$ cat src/rtl/red_pitaya_pwm_pkg.sv
// Shared constants and types for the slow-DAC PWM channels.
// The 24-bit code type is also used by the slow-DAC register block so that
// both sides agree on the base/dither split.
package red_pitaya_pwm_pkg;

    localparam int PWM_CCW      = 24;
    localparam int PWM_FULL     = 255;
    localparam int PWM_BASE_MSB = 23;
    localparam int PWM_BASE_LSB = 16;
    localparam int PWM_MASK_W   = 16;

    // One PWM code: [23:16] base high-time, [15:0] per-period dither mask
    typedef logic [PWM_CCW-1:0] pwm_code_t;

    // Threshold for one period: base plus an optional extra high count.
    // Kept 9 bits wide so base=255 with a dither bit set yields 256, not 0.
    function automatic logic [8:0] pwm_thr(input logic [7:0] base, input logic extra);
        return {1'b0, base} + {8'd0, extra};
    endfunction

endpackage

$ cat src/rtl/red_pitaya_pwm.sv
// Sigma-delta dithered PWM for one slow analog output channel.
// An 8-bit period counter drives a registered comparator against a 9-bit
// threshold; a 4-bit period counter selects which dither bit is added to
// the base value.  The code is only resampled once per 16-period frame so
// a mid-frame update can never produce a partial or glitched frame.
module red_pitaya_pwm
    import red_pitaya_pwm_pkg::*;
#(
    parameter int          CCW  = PWM_CCW,
    parameter int unsigned FULL = PWM_FULL
) (
    input  logic           clk_i,
    input  logic           rstn_i,
    input  logic [CCW-1:0] cfg_i,
    output logic           pwm_o,
    output logic           frame_o
);

    logic [7:0]     vcnt_q, vcnt_d;
    logic [3:0]     bcnt_q, bcnt_d;
    logic [CCW-1:0] cfg_q, cfg_d;
    logic [8:0]     thr_q, thr_d;
    logic           pwm_q, pwm_d;
    logic           frame_q, frame_d;

    logic                  period_end;
    logic                  frame_end;
    logic [3:0]            bcnt_next;
    logic [PWM_MASK_W-1:0] mask_q;

    assign period_end = (vcnt_q == 8'(FULL - 1));
    assign frame_end  = period_end && (bcnt_q == 4'd15);
    assign bcnt_next  = bcnt_q + 4'd1;
    assign mask_q     = cfg_q[PWM_MASK_W-1:0];

    // Next-state logic: counters, frame-boundary sampling, per-period threshold and comparator
    always_comb begin
        vcnt_d  = vcnt_q + 8'd1;
        bcnt_d  = bcnt_q;
        cfg_d   = cfg_q;
        thr_d   = thr_q;
        frame_d = 1'b0;
        pwm_d   = ({1'b0, vcnt_q} < thr_q);

        if (period_end) begin
            vcnt_d = 8'd0;
            bcnt_d = bcnt_next;
            if (frame_end) begin
                cfg_d   = cfg_i;
                thr_d   = pwm_thr(cfg_i[PWM_BASE_MSB:PWM_BASE_LSB], cfg_i[0]);
                frame_d = 1'b1;
            end else begin
                thr_d = pwm_thr(cfg_q[PWM_BASE_MSB:PWM_BASE_LSB], mask_q[bcnt_next]);
            end
        end
    end

    // State registers; reset forces the pin low immediately, even mid-period
    always_ff @(posedge clk_i or negedge rstn_i) begin
        if (!rstn_i) begin
            vcnt_q  <= 8'd0;
            bcnt_q  <= 4'd0;
            cfg_q   <= '0;
            thr_q   <= 9'd0;
            pwm_q   <= 1'b0;
            frame_q <= 1'b0;
        end else begin
            vcnt_q  <= vcnt_d;
            bcnt_q  <= bcnt_d;
            cfg_q   <= cfg_d;
            thr_q   <= thr_d;
            pwm_q   <= pwm_d;
            frame_q <= frame_d;
        end
    end

    assign pwm_o   = pwm_q;
    assign frame_o = frame_q;

endmodule

$ cat config.mk
export PLATFORM = sky130hd
export DESIGN_NAME = red_pitaya_pwm
export DESIGN_NICKNAME = d
export VERILOG_FILES = /design/src/rtl/red_pitaya_pwm_pkg.sv /design/src/rtl/red_pitaya_pwm.sv
export SDC_FILE = /design/constraint.sdc
export NUM_CORES = 1
export LEC_CHECK = 0
export BUFFER_PORTS_ARGS = -buffer_cell sky130_fd_sc_hd__buf_2
export CORE_MARGIN = 3
export CORE_UTILIZATION = 50
export DETAILED_ROUTE_END_ITERATION = 10
export HOLD_SLACK_MARGIN = 0.08
export PLACE_DENSITY = 0.71
export SYNTH_ARGS = -nofsm -noshare
export SYNTH_HDL_FRONTEND = slang
export SYNTH_SLANG_ARGS = --single-unit
$ cat constraint.sdc
create_clock -name clk_i -period 3.74 [get_ports clk_i]
set_input_delay 0.748 -clock clk_i [delete_from_list [all_inputs] [get_ports clk_i]]
set_output_delay 0.748 -clock clk_i [all_outputs]
set_load 0.01 [all_outputs]
==> flow_metrics.py <==
metrics = {
    "floorplanning": {
        "fp.dieArea_sq_mm": 0.00585,
        "ios": 28,
        "start_util": 0.522,
        "dieWidth_um": 76.5,
        "die_y_um": 76.5,
        "coreArea_sq_mm": 0.00475,
        "rows": 25,
    },
    "synthesis": {
        "netlist_area_sq_mm": 0.00248,
        "synthCells": 210,
        "synth.distinct_cells": 34,
        "synth.area.top_cells": "dfrtp_1, mux2_2, ha_1",
        "async_reset_ff_frac": 1.00,
        "syn_nets": 250,
        "synth.avg_cell_area_sq_um": 11.8,
        "ys_seq_area_frac": 0.474,
        "synth_edf_count": 0,
        "synth.top_cell.area_share": 0.474,
        "synth_warnings": 0,
        "synth_top_area_cell": "dfrtp_1",
        "ys_ff_latch": 47,
        "synth_top_flop_cell": "dfrtp_1",
    },
    "critical_path": {
        "arrival_ns": 3.14,
        "cp_slowest_cell": "dfrtp_1",
        "startpoint_type": "register",
        "path_max_fanout": 7,
        "crit_required_ns": 3.93,
        "cp-end-kind": "register",
        "crit_chain": "ha_1, mux4_2, mux4_2, ha_1, ha_1, nand3_1, xor2_1, nor3_1, a221o_1",
        "slowest_delay_ns": 0.50,
        "critPathKind": "reg -> reg",
        "worst_path_most_repeated_cell": "ha_1",
    },
    "clock_tree": {
        "path_clk_slew_ns": 0.09,
        "cts_root_buffer": "clkbuf_8",
        "hold_buffers": 0,
        "clock_latency_ns": 0.30,
        "cts_tree": "done",
        "ctsHtreeMaxLevel": 2,
        "cts_buffer_depth": 2,
        "postCtsResizedCells": 0,
        "cts_inserted_buffers": 5,
        "cts_sinks": 47,
        "cts_setup_buffers": 0,
    },
    "power_and_ir_drop": {
        "power.net_switching_mw": 0.196,
        "p_leak_nw": 1.38,
        "peakVddDrop_mv": 0.260,
        "clkPwrFrac": 0.364,
        "p_int_mw": 0.656,
        "seq_power_share": 0.596,
        "p_sw_frac": 0.230,
        "p_per_area_mw_per_mm2": 311,
        "p_comb_frac": 0.040,
    },
    "final_layout": {
        "n_antenna_cell": 0,
        "fillers": 443,
        "fin_nets": 278,
        "fin_util": 0.576,
        "syn_to_final_growth_pct": 10.3,
        "drive_gt1_frac": 0.285,
    },
    "grt": {
        "grt_use_total": 0.166,
        "grt_max_degree": 48,
        "antenna_found_initial": 0,
        "grt_pass1_wl_um": 7670,
        "grt_pass1_vias": 1603,
        "grt-ovfl-total": 0,
    },
    "placement": {
        "portBuffers": 27,
        "dp_hpwl_um": 3200,
        "gp_congestion": 0.847,
    },
    "timing": {
        "skew_ns": 0.00729,
        "timing.slew.headroom": 0.333,
        "setup_viol": 0,
        "hold_viol": 0,
        "finalCritPeriodShare": 0.789,
        "setup_tns_ns": 0,
        "rsz0062_at_grt": "no",
        "maxSlewViolCount": 0,
        "max_freq_mhz": 339,
        "period_needed_ns": 2.95,
        "worst_slew_pin_slew_ns": 1.00,
    },
    "drt": {
        "finalWirelength_um": 4360,
        "detail-route-antenna-nets": 0,
        "avgViaCountPerCell": 5.27,
        "dr.pass1.iters": 4,
        "drcViolationCount": 0,
        "vias": 1612,
        "drt-initial-drc-count": 54,
        "wl_per_cell_um": 14.2,
    },
    "worst_hold_path": {
        "hold_path_class": "reg -> reg",
    },
    "job": {
        "maxCapViolCount": 0,
    },
    "status": {
        "status": "finished, final reports clean",
    },
}
[sequential cells by signal (all words and copies together), names as in the netlist]
register  cells
vcnt_q        8
pwm_o         1
thr_q         9
frame_o       1
bcnt_q        4
cfg_q        24
[logic make-up after synthesis]
group,after synthesis,share of synthesized area
buffers and inverters,15,0.0368
muxes,35,0.178
AOI/OAI and AO/OA,25,0.0605
DFF,47,0.474
adders and majority gates,14,0.0706
and+or+nand+nor,54,0.109
xor gates and xnor gates,20,0.0706
[power by group through the flow]
stage	combinational [mW]	clock (mW)	sequential, mW
final	0.0341	0.311	0.508
after global routing	0.0396	0.346	0.508
after CTS	0.0351	0.324	0.508
after detailed placement	0.0349	0	0.518
after global placement	0.0349	0	0.518
after floorplan	0.00685	0	0.518
[worst max-delay path: cells and delay by family (launching register included)]
kind / cells / cell delay, ns
multiplexers: 2 / 0.82
AO/OA/AOI/OAI: 1 / 0.29
adder cells (fa/ha/maj): 3 / 0.90
XOR/XNOR: 1 / 0.15
flip-flops: 1 / 0.50
AND/OR/NAND/NOR: 2 / 0.19
[final cells by class]
type | count | area (sq um) | area share
Inverter | 8 | 30.0 | 0.0110
Tap cell | 67 | 83.8 | 0.0306
Clock inverter | 3 | 22.5 | 0.00822
Timing Repair Buffer | 28 | 143 | 0.0521
Sequential cell | 47 | 1180 | 0.429
Multi-Input combinational cell | 148 | 1210 | 0.444
Clock buffer | 5 | 68.8 | 0.0251
[layout by cell type, fill, tap and decap left out, drive strengths merged]
cell type | synthesis | routed
a21boi | 1 | 1
a21o | 1 | 1
a21oi | 5 | 5
a221o | 2 | 2
and3 | 3 | 3
buf | 4 | 28
clkbuf | 3 | 5
clkinv | 0 | 1
dfrtp | 47 | 47
ha | 14 | 14
inv | 8 | 10
mux2 | 24 | 24
mux2i | 6 | 6
mux4 | 5 | 5
nand2 | 15 | 15
nand2b | 2 | 2
nand3 | 15 | 15
nand4 | 4 | 4
nor2 | 11 | 11
nor2b | 1 | 1
nor3 | 1 | 1
o211ai | 2 | 2
o21a | 1 | 1
o21ai | 12 | 12
o31ai | 1 | 1
or2 | 1 | 1
or3 | 1 | 1
xnor2 | 12 | 12
xor2 | 8 | 8
[through the flow]
step	worst slack, ns	area (sq um)	power [mW]	hold WS, ns	std cells
final	0.789	2740	0.852	0.490	306
after global routing	0.595	2740	0.893	0.509	306
after CTS	0.760	2740	0.867	0.498	306
after detailed placement	0.779	2650	0.553	0.477	298
after global placement	0.869	2650	0.553	0.464	298
after floorplan	0.997	2480	0.525	0.448	210
[routing by layer]
metal	part of all wire	vias to the layer above	global-route usage
li1	-	802	-
met3	0.032	6	0.0319
met4	0.020	0	0.0707
met2	0.47	22	0.257
met5	0	-	0
met1	0.48	782	0.228
[worst paths after layout]
check | startpoint | endpoint | slack, ns | cells past startpoint
worst max-delay path | bcnt_q[0] | thr_q[6] | 0.79 | 9
worst min-delay path | thr_q[3] | thr_q[3] | 0.49 | 2
worst max register to register | bcnt_q[0] | thr_q[6] | 0.79 | 9
worst min register to register | thr_q[3] | thr_q[3] | 0.49 | 2
max in group asynchronous | rstn_i | cfg_q[21] | 2.51 | 1
min in group asynchronous | rstn_i | vcnt_q[6] | 0.61 | 1
[cells in the mapped netlist (2+ instances only)]
cell	count
mux4_2	5
inv_1	8
buf_6	2
mux2_2	24
a221o_1	2
xnor2_1	12
and3_1	3
mux2i_1	6
o211ai_1	2
dfrtp_1	47
nand2_1	15
nand3_1	14
a21oi_1	5
o21ai_1	2
nand4_1	3
nand2b_1	2
clkbuf_1	3
o21ai_0	10
ha_1	14
xor2_1	8
nor2_1	10
(Power assumes the default switching activity.)
